`src/rtl/clkdiv_pkg.sv`:
```
// Shared types and helpers for the programmable clock-enable divider.
package clkdiv_pkg;

  localparam int DIV_W = 8;

  typedef logic [DIV_W-1:0] div_t;

  // The result is one bit wider than the divisor, so it cannot overflow at the largest divisor.
  function automatic logic [DIV_W:0] half_ceil(input div_t d);
    half_ceil = ({1'b0, d} + {{DIV_W{1'b0}}, 1'b1}) >> 1;
  endfunction

endpackage

```
`src/rtl/clkdiv_req_reg.sv`:
```
// Divisor request register: accepts one divisor over valid/ready and holds it until the
// switch boundary clears it.
module clkdiv_req_reg
  import clkdiv_pkg::*;
#(
  parameter int WIDTH = DIV_W
) (
  input  logic             clock,
  input  logic             reset,
  input  logic             div_valid,
  input  logic [WIDTH-1:0] div_bits,
  input  logic             clear,
  output logic             div_ready,
  output logic [WIDTH-1:0] pend_div,
  output logic             pending
);

  logic [WIDTH-1:0] coerced;

  // A zero divisor is mapped to 1 so that the counter always has a legal terminal count.
  always_comb begin
    if (div_bits == {WIDTH{1'b0}}) begin
      coerced = {{(WIDTH-1){1'b0}}, 1'b1};
    end else begin
      coerced = div_bits;
    end
  end

  // Pending request storage. Clear and accept never coincide, because accept requires that
  // no request is pending.
  always_ff @(posedge clock or posedge reset) begin
    if (reset) begin
      pending  <= 1'b0;
      pend_div <= {WIDTH{1'b0}};
    end else if (clear) begin
      pending  <= 1'b0;
    end else if (div_valid && !pending) begin
      pending  <= 1'b1;
      pend_div <= coerced;
    end
  end

  assign div_ready = !pending;

endmodule

```
`src/rtl/programmable_clock_divider.sv`:
```
// Runtime-programmable clock-enable generator. It produces a tick and a duty-cycle phase, and
// switches to a new divisor only on a period boundary.
module programmable_clock_divider
  import clkdiv_pkg::*;
#(
  parameter int WIDTH     = 8,
  parameter int RESET_DIV = 1
) (
  input  logic             clock,
  input  logic             reset,
  input  logic             io_div_valid,
  output logic             io_div_ready,
  input  logic [WIDTH-1:0] io_div_bits,
  output logic             io_tick,
  output logic             io_phase,
  output logic [WIDTH-1:0] io_cur_div,
  output logic             io_switching
);

  localparam logic [WIDTH-1:0] RESET_VAL = WIDTH'(RESET_DIV);
  localparam logic [WIDTH-1:0] ONE       = {{(WIDTH-1){1'b0}}, 1'b1};

  logic [WIDTH-1:0] cnt;
  logic [WIDTH-1:0] cur_div;
  logic [WIDTH-1:0] pend_div;
  logic             pending;
  logic             last;
  logic             do_switch;
  logic [WIDTH:0]   half;

  assign last      = (cnt == (cur_div - ONE));
  assign do_switch = last && pending;

  clkdiv_req_reg #(.WIDTH(WIDTH)) u_req (
    .clock     (clock),
    .reset     (reset),
    .div_valid (io_div_valid),
    .div_bits  (io_div_bits),
    .clear     (do_switch),
    .div_ready (io_div_ready),
    .pend_div  (pend_div),
    .pending   (pending)
  );

  generate
    if (WIDTH == DIV_W) begin : g_pkg_half
      assign half = half_ceil(cur_div);
    end else begin : g_gen_half
      assign half = ({1'b0, cur_div} + {{WIDTH{1'b0}}, 1'b1}) >> 1;
    end
  endgenerate

  // Period counter and active divisor. A new divisor is loaded only on the final cycle of a
  // period, so no partial period is ever emitted.
  always_ff @(posedge clock or posedge reset) begin
    if (reset) begin
      cnt     <= {WIDTH{1'b0}};
      cur_div <= RESET_VAL;
    end else if (do_switch) begin
      cnt     <= {WIDTH{1'b0}};
      cur_div <= pend_div;
    end else if (last) begin
      cnt     <= {WIDTH{1'b0}};
    end else begin
      cnt     <= cnt + ONE;
    end
  end

  assign io_tick      = (cnt == {WIDTH{1'b0}});
  assign io_phase     = ({1'b0, cnt} < half);
  assign io_cur_div   = cur_div;
  assign io_switching = pending;

endmodule
```
`config.mk`:
```
export PLATFORM = sky130hd
export DESIGN_NAME = programmable_clock_divider
export DESIGN_NICKNAME = d
export VERILOG_FILES = /design/src/rtl/clkdiv_pkg.sv /design/src/rtl/clkdiv_req_reg.sv /design/src/rtl/programmable_clock_divider.sv
export SDC_FILE = /design/constraint.sdc
export NUM_CORES = 1
export LEC_CHECK = 0
export CAP_MARGIN = 0
export CORE_MARGIN = 8
export CORE_UTILIZATION = 40
export DETAILED_ROUTE_END_ITERATION = 7
export SYNTH_ARGS = -nofsm -noshare
export SYNTH_HDL_FRONTEND = slang
export SYNTH_SLANG_ARGS = --single-unit
```
`constraint.sdc`:
```
create_clock -name clock -period 7.5 [get_ports clock]
set_input_delay 1.5 -clock clock [delete_from_list [all_inputs] [get_ports clock]]
set_output_delay 1.5 -clock clock [all_outputs]
set_load 0.05 [all_outputs]
```
==> flow_summary.yaml, run 1 <==
final_layout:
  post_route_cells_drive_above_1_share_pct: 12.9
  diodes: 0
  nFillCells: 361
  final_design_area_no_fill_sq_mm: 0.00183
  layout_common_cells: "dfrtp_1, clkdlybuf4s50_1, mux2_2"
  final_common_cell: "dfrtp_1"
  final_nets: 193
  area_growth_pct: 20.4
  post-route-util_pct: 50.0
yosys:
  syn_inst: 148
  synth_nets: 170
  synth_edf_count: 0
  synth.distinct_cells: 27
  syn_area_per_cell_sq_um: 10.3
  synth-main-ff-cell: "dfrtp_1"
  synthArstFlopShare_pct: 100
  ys_ff_latch: 25
  syn_area_sq_mm: 0.00152
  yosys_warnings: 0
  yosysSeqAreaShare_pct: 41.3
floorplanning:
  initial_core_util_pct: 41.5
  die-area_sq_mm: 0.00602
  core_area_sq_mm: 0.00366
  num_rows: 22
  die_height_microns: 77.6
  fp.dieW_microns: 77.6
  ioPinCount: 23
timing:
  rsz0062_at_grt: "false"
  period_needed_ps: 4650
  slew_headroom_pct: 36.3
  tightestPinTransition_ps: 948
  skew_ps: 2.05
  setup_violations: 0
  fin_ws_ps: 2850
  slew_viol_final: 0
  fmax_ghz: 0.215
  fin_crit_sh_pct: 62.0
  hold_viol: 0
  fin_setup_tns_ps: 0
cts:
  postCtsResizedCells: 0
  clk_pin_slew_ps: 80
  clock_latency_ps: 260
  cts_buffers: 3
  cts_post_setup_buffers_inserted: 0
  clockBufferDepth: 2
  ctsHoldBuffers: 0
  htreeDepth: 1
  cts_num_sinks: 25
  cts_root_buffer: "clkbuf_8"
  cts_tree: "built"
power_and_ir_drop:
  powerDensity_mw_per_mm2: 126
  p_clk_share_pct: 34.0
  p_seq_share_pct: 60.9
  switching_share_pct: 20.7
  p_int_mw: 0.183
  p_leak_nw: 0.813
  p_comb_share_pct: 5.2
  power.total_mw: 0.230
  peakVddDrop_v: 0.0000625
  p_switching_mw: 0.0476
detailed_routing:
  viasPerCell: 5.27
  drt-total-wl_microns: 3080
  via_count: 1148
  wl_per_cell_microns: 14.1
  ant_nets: 0
  route.detailed.drc: 0
  drt_pre_antenna_iters: 4
  drt_iter0_markers: 35
placement:
  dp_slack_ps: 3140
  io_buffers: 22
  dpl_cell_area_sq_mm: 0.00178
  dp_hpwl_microns: 2440
  gp_congestion: 0.823
hold_path:
  min_path_type: "reg2reg"
global_route:
  antenna_found_initial: 0
  grtUsageMet1_pct: 14.2
  grt_use_met2_pct: 16.2
  globalRouteOverflowTotal: 0
  track_usage_pct: 10.8
  busiest_layer: "met2"
  grt_max_degree: 26
  grt_pass1_vias: 1126
  use_met3_pct: 2.65
  grt_pass1_wl_microns: 5410
critical_path:
  path_max_fanout: 9
  worstPathRequired_ps: 6000
  worstSetupStartpointType: "flip-flop"
  cp.arrival_ps: 3150
  path_class: "reg2out"
  cp-end-kind: "output pin"
run_status:
  status: "complete, no violations"
job:
  cap_violations: 0
==> kinds of logic (layout without fill, tap and decap cells) <==
| family | Yosys count | in the layout | synth area share (%) |
|---|---|---|---|
| flip-flops | 25 | 25 | 41.3 |
| AO/OA/AOI/OAI | 12 | 12 | 5.19 |
| XOR/XNOR | 23 | 23 | 13.3 |
| adder cells (fa/ha/maj) | 11 | 11 | 9.06 |
| AND/OR/NAND/NOR | 48 | 48 | 16.6 |
| buffers and inverters | 14 | 36 | 3.54 |
| multiplexers | 15 | 15 | 11.1 |
==> power by group through the flow <==
stage | logic, mW | clock network [mW] | registers, mW
after global routing | 0.0137 | 0.0874 | 0.141
final | 0.0120 | 0.0782 | 0.140
after detailed placement | 0.0124 | 0 | 0.143
after CTS | 0.0124 | 0.0821 | 0.140
after global placement | 0.0121 | 0 | 0.143
after floorplan | 0.00549 | 0 | 0.142
==> flip-flops by register name, indices dropped and copies added, names as in the netlist <==
register	count
io_cur_div	8
u_req.pend_div	8
cnt	8
u_req.pending	1
==> cell usage after synthesis (all sizes together), types with 2 or more instances <==
master | count | area (sq um)
nand2 | 6 | 22.5
and3 | 2 | 12.5
xnor2 | 12 | 105
nor4 | 4 | 40.0
ha | 11 | 138
nor2 | 13 | 48.8
nor3 | 8 | 40.0
dfrtp | 24 | 601
mux2 | 15 | 169
a21oi | 3 | 15.0
xor2 | 11 | 96.3
inv | 10 | 37.5
nand4 | 3 | 18.8
clkbuf | 3 | 11.3
o21ai | 4 | 20.0
nand3 | 9 | 45.0
==> cell type report <==
cell class | instances | area [sq um] | area share (%)
Multi-Input combinational cell | 109 | 838 | 45.8
Sequential cell | 25 | 627 | 34.3
Timing Repair Buffer | 22 | 220 | 12.0
Tap cell | 48 | 60.1 | 3.28
Clock buffer | 3 | 41.3 | 2.26
Inverter | 10 | 37.5 | 2.05
Clock inverter | 1 | 5.00 | 0.274
==> through the flow <==
step / instances / hold WS (ps)
2_1_floorplan: 148 / 444
3_3_place_gp: 214 / 473
3_5_place_dp: 214 / 474
4_1_cts: 218 / 494
5_1_grt: 218 / 528
6_report: 218 / 491
==> worst max-delay path, cell delays in order, from the launching register on <==
cell and delay [ps]:
dfstp_2 620, ha_1 210, nand3_1 120, nor3_1 270
xnor2_1 170, ha_1 240, o21ai_0 70, a21oi_1 60
o41ai_1 260, clkdlybuf4s50_1 860
==> final timing paths <==
path	cells past startpoint	slack [ps]	end	from
max	9	2850	io_phase	io_cur_div[0]
min	2	490	u_req.pend_div[0]	u_req.pend_div[0]
max reg2reg	6	4570	io_cur_div[4]	io_cur_div[2]
min reg2reg	2	490	u_req.pend_div[0]	u_req.pend_div[0]
max in group asynchronous	2	5220	u_req.pend_div[5]	reset
min in group asynchronous	2	1730	io_cur_div[2]	reset
==> layer usage <==
layer,up-vias,share of wire (%)
li1,557,-
met2,17,47
met1,569,47
met3,5,4.0
met4,0,1.8
met5,-,0
Note: power is estimated with default switching activity, not from simulation.
==> run 2: changes to the inputs <==
==> constraint.sdc (replaced) <==
create_clock -name clock -period 4.5 [get_ports clock]
set_input_delay 0.9 -clock clock [delete_from_list [all_inputs] [get_ports clock]]
set_output_delay 0.9 -clock clock [all_outputs]
set_load 0.05 [all_outputs]
==> results of run 2 <==
The final DEF is identical to that of run 1. Status: complete, no violations.
Main changes from that run: setup slack after placement 3140 ps -> 744 ps; setup slack after layout 2850 ps -> 446 ps; register-to-register setup slack 4570 ps -> 1570 ps; total power 0.230 mW -> 0.384 mW; worst IR drop on VDD 0.0000625 V -> 0.000104 V
==> run 3: changes to the inputs <==
--- a/config.mk
+++ b/config.mk
@@ -7,8 +7,9 @@
 export LEC_CHECK = 0
 export CAP_MARGIN = 0
 export CORE_MARGIN = 8
-export CORE_UTILIZATION = 40
+export CORE_UTILIZATION = 25
 export DETAILED_ROUTE_END_ITERATION = 7
+export SLEW_MARGIN = 20
 export SYNTH_ARGS = -nofsm -noshare
 export SYNTH_HDL_FRONTEND = slang
 export SYNTH_SLANG_ARGS = --single-unit
==> flow_summary.yaml, run 3 (synthesis gave the netlist of run 1 again) <==
timing:
  tightestPinTransition_ps: 972
  hold_viol: 0
  slew_headroom_pct: 35.1
  fin_crit_sh_pct: 91.1
  fmax_ghz: 0.244
  fin_ws_ps: 399
  fin_setup_tns_ps: 0
  period_needed_ps: 4100
  slew_viol_final: 0
  setup_violations: 0
  rsz0062_at_grt: "false"
  skew_ps: 3.37
placement:
  io_buffers: 22
  dp_slack_ps: 753
  dp_hpwl_microns: 2530
  gp_congestion: 0.756
final_layout:
  area_growth_pct: 22.8
  final_common_cell: "dfrtp_1"
  final_nets: 193
  post_route_cells_drive_above_1_share_pct: 12.9
  diodes: 0
  layout_common_cells: "dfrtp_1, clkdlybuf4s50_1, mux2_2"
detailed_routing:
  route.detailed.drc: 0
  wl_per_cell_microns: 13.6
  viasPerCell: 4.50
  drt-total-wl_microns: 3340
  via_count: 1102
  ant_nets: 0
  drt_pre_antenna_iters: 4
  drt_iter0_markers: 86
critical_path:
  cp-end-kind: "output pin"
  path_max_fanout: 9
  rrSetupSlack_ps: 1690
  worstSetupStartpointType: "flip-flop"
  cp.arrival_ps: 3200
  reg2reg_to: "io_cur_div[7]"
  path_class: "reg2out"
  rr_worst_depth: 6
  worstPathRequired_ps: 3600
  r2r-start: "io_cur_div[2]"
global_route:
  grt_pass1_wl_microns: 5390
  grt_max_degree: 26
  track_usage_pct: 7.72
  grt_pass1_vias: 1083
  grtUsageMet1_pct: 9.44
  use_met3_pct: 2.80
  grt_use_met2_pct: 12.1
  busiest_layer: "met2"
  globalRouteOverflowTotal: 0
  antenna_found_initial: 0
cts:
  clockBufferDepth: 2
  cts_num_sinks: 25
  cts_root_buffer: "clkbuf_8"
  htreeDepth: 1
  postCtsResizedCells: 0
  ctsHoldBuffers: 0
  cts_buffers: 3
  cts_post_setup_buffers_inserted: 0
  clock_latency_ps: 280
  cts_tree: "built"
  clk_pin_slew_ps: 90
floorplanning:
  num_rows: 28
  die_height_microns: 93.9
  initial_core_util_pct: 25.8
  core_area_sq_mm: 0.00589
  die-area_sq_mm: 0.00883
  ioPinCount: 23
  fp.dieW_microns: 93.9
power_and_ir_drop:
  powerDensity_mw_per_mm2: 213
  p_leak_nw: 0.809
  peakVddDrop_v: 0.000104
run_status:
  status: "complete, no violations"
hold_path:
  min_delay_path_depth: 1
  min_path_type: "reg2reg"
  hold_path.startpoint: "u_req.pend_div[6]"
  hold-path-endpoint: "u_req.pend_div[6]"
job:
  cap_violations: 0
==> run 3: how the worst max path moves through the flow <==
stage               depth (start not counted)        to           from  slack, ps
floorplan                                   9  io_phase  io_cur_div[3]        150
global placement                            9  io_phase  io_cur_div[0]        770
detailed placement                          9  io_phase  io_cur_div[0]        750
CTS                                         9  io_phase  io_cur_div[0]        400
global route                                9  io_phase  io_cur_div[0]        200
finish                                      9  io_phase  io_cur_div[0]        400
==> run 3: critical path, stage by stage (launching register included) <==
cell             delay [ps]
dfstp_2                 630
ha_1                    220
xnor2_1                 140
ha_1                    250
a21boi_0                120
o21a_1                  170
o21ai_0                 180
a21oi_1                  90
o41ai_1                 260
clkdlybuf4s50_1         870
==> run 3: metrics by stage <==
stage	cell area, sq um	hold slack (ps)	total power, mW	instances	util (%)
2_1_floorplan	1520	444	0.246	148	-
6_report	1870	508	0.397	245	31.7
5_1_grt	1870	525	0.415	245	31.7
4_1_cts	1870	513	0.404	245	31.7
3_3_place_gp	1820	470	0.259	241	30.9
3_5_place_dp	1820	488	0.260	241	30.9
==> run 3: metal layers <==
layer,routed length [microns],share of wire [%]
met1,1570,47
met2,1590,47
met3,169,5.1
met4,21,0.63
met5,0,0
==> run 3: final cells by class <==
type	instances	area, sq um
fill	624	4020
clock buffer	3	41.3
sequential	25	627
clock inverter	1	7.51
inverter	10	37.5
multi-input combinational	109	838
timing repair buffer	22	220
tap	75	93.8
==> run 3: power by group <==
group	total, mW	switching, mW	internal, mW
sequential	0.234	0.00315	0.231
combinational	0.0207	0.00855	0.0122
clock	0.143	0.0796	0.0629
total	0.397	0.0913	0.306
==> variant 1, RTL diff (settings of run 2) <==
Change the parameter `WIDTH` from 8 to 12.
--- a/src/rtl/programmable_clock_divider.sv
+++ b/src/rtl/programmable_clock_divider.sv
@@ -5,3 +5,3 @@
 #(
-  parameter int WIDTH     = 8,
+  parameter int WIDTH     = 12,
   parameter int RESET_DIV = 1
Ports: changed (resized io_cur_div and io_div_bits); port bits go from 23 to 31. The function was not compared with the original's and may differ.
==> variant 1 against run 2 <==
- largest power group unchanged
- setup slack improved by 0.14 ns
- non-clock buffer count rose by 10
- first-iteration DRC count rose to 4.2 times the old value
- sequential share of layout area fell by 2.6 points
- area after synthesis rose by 65%
- cell area rose by 60%
- register-to-register slack got worse by 0.87 ns
- hold slack improved by 0.020 ns
- sequential cell count rose by 12
- die area rose by 50%
- power rose by 64%
- routed wire length rose by 85%
==> variant 1: results (changes against run 2) <==
metric,value,unit,change
crit_arrival,3.02,ns,-0.13 ns
grt_pass1_wl,9.94,mm,+84%
crit_fanout,11,,+2
relSlewSlack,29.1,%,-7.3 points
p_leak,1.29,nW,+59%
rr_worst_depth,8,,+2
drive_gt1_share,13.8,%,+0.88 points
drtIter0Drc,147,,+320%
rr_endpoint,io_cur_div[2],,
seq_area_frac_synth,37.0,%,-4.3 points
wl,5.70,mm,+85%
p_int,478,uW,+57%
worstHoldStart,u_req.pend_div[8],,
grt_pass1_vias,2000,,+78%
filler_cell_count,591,,+64%
dp_hpwl,4.26,mm,+75%
hold_path_depth,1,,-1
cts_buffers,5,,+2
ys_types,48,,+78%
clock_skew,0.0111,ns,+0.00901 ns
grt_usage,13.9,%,+3.1 points
numPortBuffers,30,,+36%
synth_nets,281,,+65%
routed-via-count,1943,,+69%
finalNetCount,304,,+58%
gp_congestion,0.826,,+0.36%
synth_cells,251,,+70%
status,finished clean,,
min_to,io_cur_div[8],,
variant 1: changes by cell type after synthesis, sizes merged, moves of 5 or more:
cell    delta
buf        +5
mux2       +8
clkbuf     +7
dfrtp     +12
xor2       +5
a21o       +5
variant 1: logic make-up after synthesis:
family	Yosys count	synth area share (%)
AOI/OAI and AO/OA	35	10.2
xor gates and xnor gates	32	11.2
adders and majority gates	15	7.49
buffers and inverters	27	4.79
DFF	37	37.0
muxes	23	11.7
and+or+nand+nor	82	17.7
variant 1: critical path, cell delays in order (launching register included):
cell	delay, ns
dfstp_2	0.64
ha_1	0.25
and3_1	0.29
xnor2_1	0.15
ha_1	0.26
a21o_1	0.16
a21o_1	0.17
a21o_1	0.16
a21oi_1	0.13
o221ai_1	0.13
a21oi_1	0.16
buf_4	0.22
variant 1: worst max-delay path by stage:
| stage | end | cells after the start | slack, ns |
|---|---|---|---|
| 6_report | io_phase | 11 | 0.58 |
| 5_1_grt | io_phase | 11 | 0.36 |
| 4_1_cts | io_phase | 11 | 0.54 |
| 3_5_place_dp | io_cur_div[2] | 8 | 0.73 |
| 3_3_place_gp | io_cur_div[2] | 8 | 0.81 |
| 2_1_floorplan | io_phase | 11 | 0.34 |
variant 1: layout make-up:
| cell class | instances | share of cell area (%) |
|---|---|---|
| clock buffer | 5 | 2.35 |
| clock inverter | 3 | 0.769 |
| inverter | 11 | 1.41 |
| multi-input combinational | 187 | 49.9 |
| sequential | 37 | 31.7 |
| tap | 77 | 3.29 |
| timing repair buffer | 32 | 10.7 |
variant 1: metrics by stage:
| stage | setup slack (ns) | power [mW] | area (um^2) | hold WS [ns] | util (%) |
|---|---|---|---|---|---|
| global placement | 0.811 | 0.395 | 2840 | 0.487 | 45.7 |
| floorplan | 0.337 | 0.376 | 2510 | 0.477 | - |
| CTS | 0.545 | 0.636 | 2930 | 0.513 | 47.2 |
| global route | 0.360 | 0.653 | 2930 | 0.521 | 47.2 |
| finish | 0.582 | 0.628 | 2930 | 0.511 | 47.2 |
| detailed placement | 0.728 | 0.397 | 2840 | 0.493 | 45.7 |
variant 1: routing by layer:
| layer | wire length [um] | part of all wire (%) | global-route usage (%) |
|---|---|---|---|
| met5 | 0 | 0 | 0 |
| met4 | 112 | 2.0 | 4.68 |
| met3 | 248 | 4.4 | 3.86 |
| met2 | 2710 | 47 | 22.7 |
| met1 | 2630 | 46 | 17.2 |
variant 1: power by group through the flow:
stage	combinational (mW)	clock, mW	sequential (mW)
floorplan	0.0183	0	0.358
global placement	0.0352	0	0.360
detailed placement	0.0361	0	0.360
CTS	0.0361	0.246	0.354
global route	0.0395	0.258	0.356
finish	0.0351	0.240	0.353
==> variant 2, RTL diff (flow settings as in run 2) <==
Without the edit above. Reset style: synchronous (`reset`), changed in 2 clocked blocks.
--- a/src/rtl/clkdiv_req_reg.sv
+++ b/src/rtl/clkdiv_req_reg.sv
@@ -30,3 +30,3 @@
   // no request is pending.
-  always_ff @(posedge clock or posedge reset) begin
+  always_ff @(posedge clock) begin
     if (reset) begin
--- a/src/rtl/programmable_clock_divider.sv
+++ b/src/rtl/programmable_clock_divider.sv
@@ -54,3 +54,3 @@
   // period, so no partial period is ever emitted.
-  always_ff @(posedge clock or posedge reset) begin
+  always_ff @(posedge clock) begin
     if (reset) begin
Behaviour: differs if reset is asserted again (counterexample within 4 cycles, from zero or initial values and one cycle with reset high); with reset held inactive, the same outputs for 10 cycles.
==> variant 2 against run 2 <==
- register-to-register slack better by 0.53 ns
- routed wire length increased by 11%
- sequential cell count unchanged
- setup slack better by 0.086 ns
- area after synthesis increased by 7.2%
- cell area grew 2.8%
- critical path type unchanged
- largest cell class unchanged
Power is not compared: it rests on default switching activity, and its combinational part moved more than twofold at a synthesized area within 25%.
==> variant 2: results (changes against run 2) <==
metric,value,unit,change
synthAdderAreaFrac,8.45,%,-0.61 points
rrSetupSlack,2.10,ns,+0.53 ns
worstHoldStart,u_req.pend_div[3],,
synth_top_cell_by_area,dfxtp_1,,
clkCellAreaFrac,2.59,%,+0.064 points
synth-compound-area-share,9.68,%,+4.5 points
crit_fanout,7,,-2
synth_mux_area_share,4.99,%,-6.1 points
critical-path-top-delay-family,compound AO/OA/AOI/OAI gates,,
finalNetCount,226,,+17%
drtIter0Drc,71,,+100%
wl,3.41,mm,+11%
grt_usage,11.6,%,+0.82 points
status,finished clean,,
cts-root-to-sink-buffers,2,,unchanged
clock_skew,0.00485,ns,+0.00280 ns
worst_pin_slew,0.990,ns,+0.0426 ns
syn_to_final_growth,15.4,%,
cts-root-buf,clkbuf_8,,
seq_area_frac_synth,30.7,%,-11 points
pre_cts_ws,0.875,ns,+0.131 ns
hold_ws,0.461,ns,-0.0304 ns
ys_top_cells_by_count,"25 x dfxtp_1, 24 x nand2_1, 13 x nand2b_1, 12 x nor3_1",,
seq_area,500,um^2,-20%
num-nonclk-buffers,22,,unchanged
crit_arrival,3.07,ns,-0.08 ns
drive_gt1_share,7.39,%,-5.6 points
inverters,6,,-4
startpoint,io_cur_div[0],,
p_leak,0.659,nW,
synth-xor-area-share,11.7,%,-1.6 points
synthArstFlopShare,0,%,-100 points
cts_buffers,3,,unchanged
rr_worst_depth,8,,+2
rr_endpoint,cnt[7],,
synth_area_leaders,"dfxtp_1 31%, ha_1 8.4%, xor2_1 5.9%",,
min_to,u_req.pend_div[3],,
grt_antenna_before_repair,0,,unchanged
routed-via-count,1291,,+12%
multi_input_area,0.00103,mm^2,+22%
die_w,79.8,um,+2.8%
place_area,0.00183,mm^2,+2.7%
htree_levels,1,,unchanged
ys_types,43,,+59%
diodes,0,,unchanged
grt_max_degree,34,,+31%
grt_pass1_wl,6.03,mm,+11%
slowest_stage,clkdlybuf4s50_1,,
filler_cell_count,412,,+14%
cts_sinks,25,,unchanged
dp_hpwl,2.58,mm,+5.6%
nonClkBufAreaFrac,11.7,%,-0.33 points
post-route-period-util,88.2,%,-1.9 points
synth_nets,211,,+24%
cts_setup_buffers,0,,unchanged
multi_input_comb_cells,146,,+34%
cp_slowest_stage_delay,0.82,ns,-0.04 ns
gp_congestion,0.889,,+8.0%
[variant 2: changes by cell type in the layout (fill, tap and decap cells not counted), moves of 5 or more]
cell,delta
nand2_1,+18
mux2_2,-15
mux2i_1,+7
a21oi_1,+5
xnor2_1,-5
nand2b_1,+13
dfrtp_1,-24
dfxtp_1,+25
nor2_1,-6
[variant 2: through the flow]
stage	power, mW	instances
floorplan	0.753	189
detailed placement	0.899	249
global placement	0.892	249
global route	1.11	253
CTS	1.04	253
finish	1.03	253
[variant 2: routing by layer]
layer / global-route usage [%] / part of all wire (%)
met5: 0 / 0
met4: 5.82 / 2.1
met3: 2.14 / 3.2
met2: 18.0 / 45
met1: 15.0 / 50
[variant 2: report_power, final]
group	switching, mW	internal [mW]	total (mW)
Combinational	0.358	0.235	0.593
Clock	0.0764	0.0629	0.139
Sequential	0.0478	0.252	0.300
Total	0.483	0.550	1.03
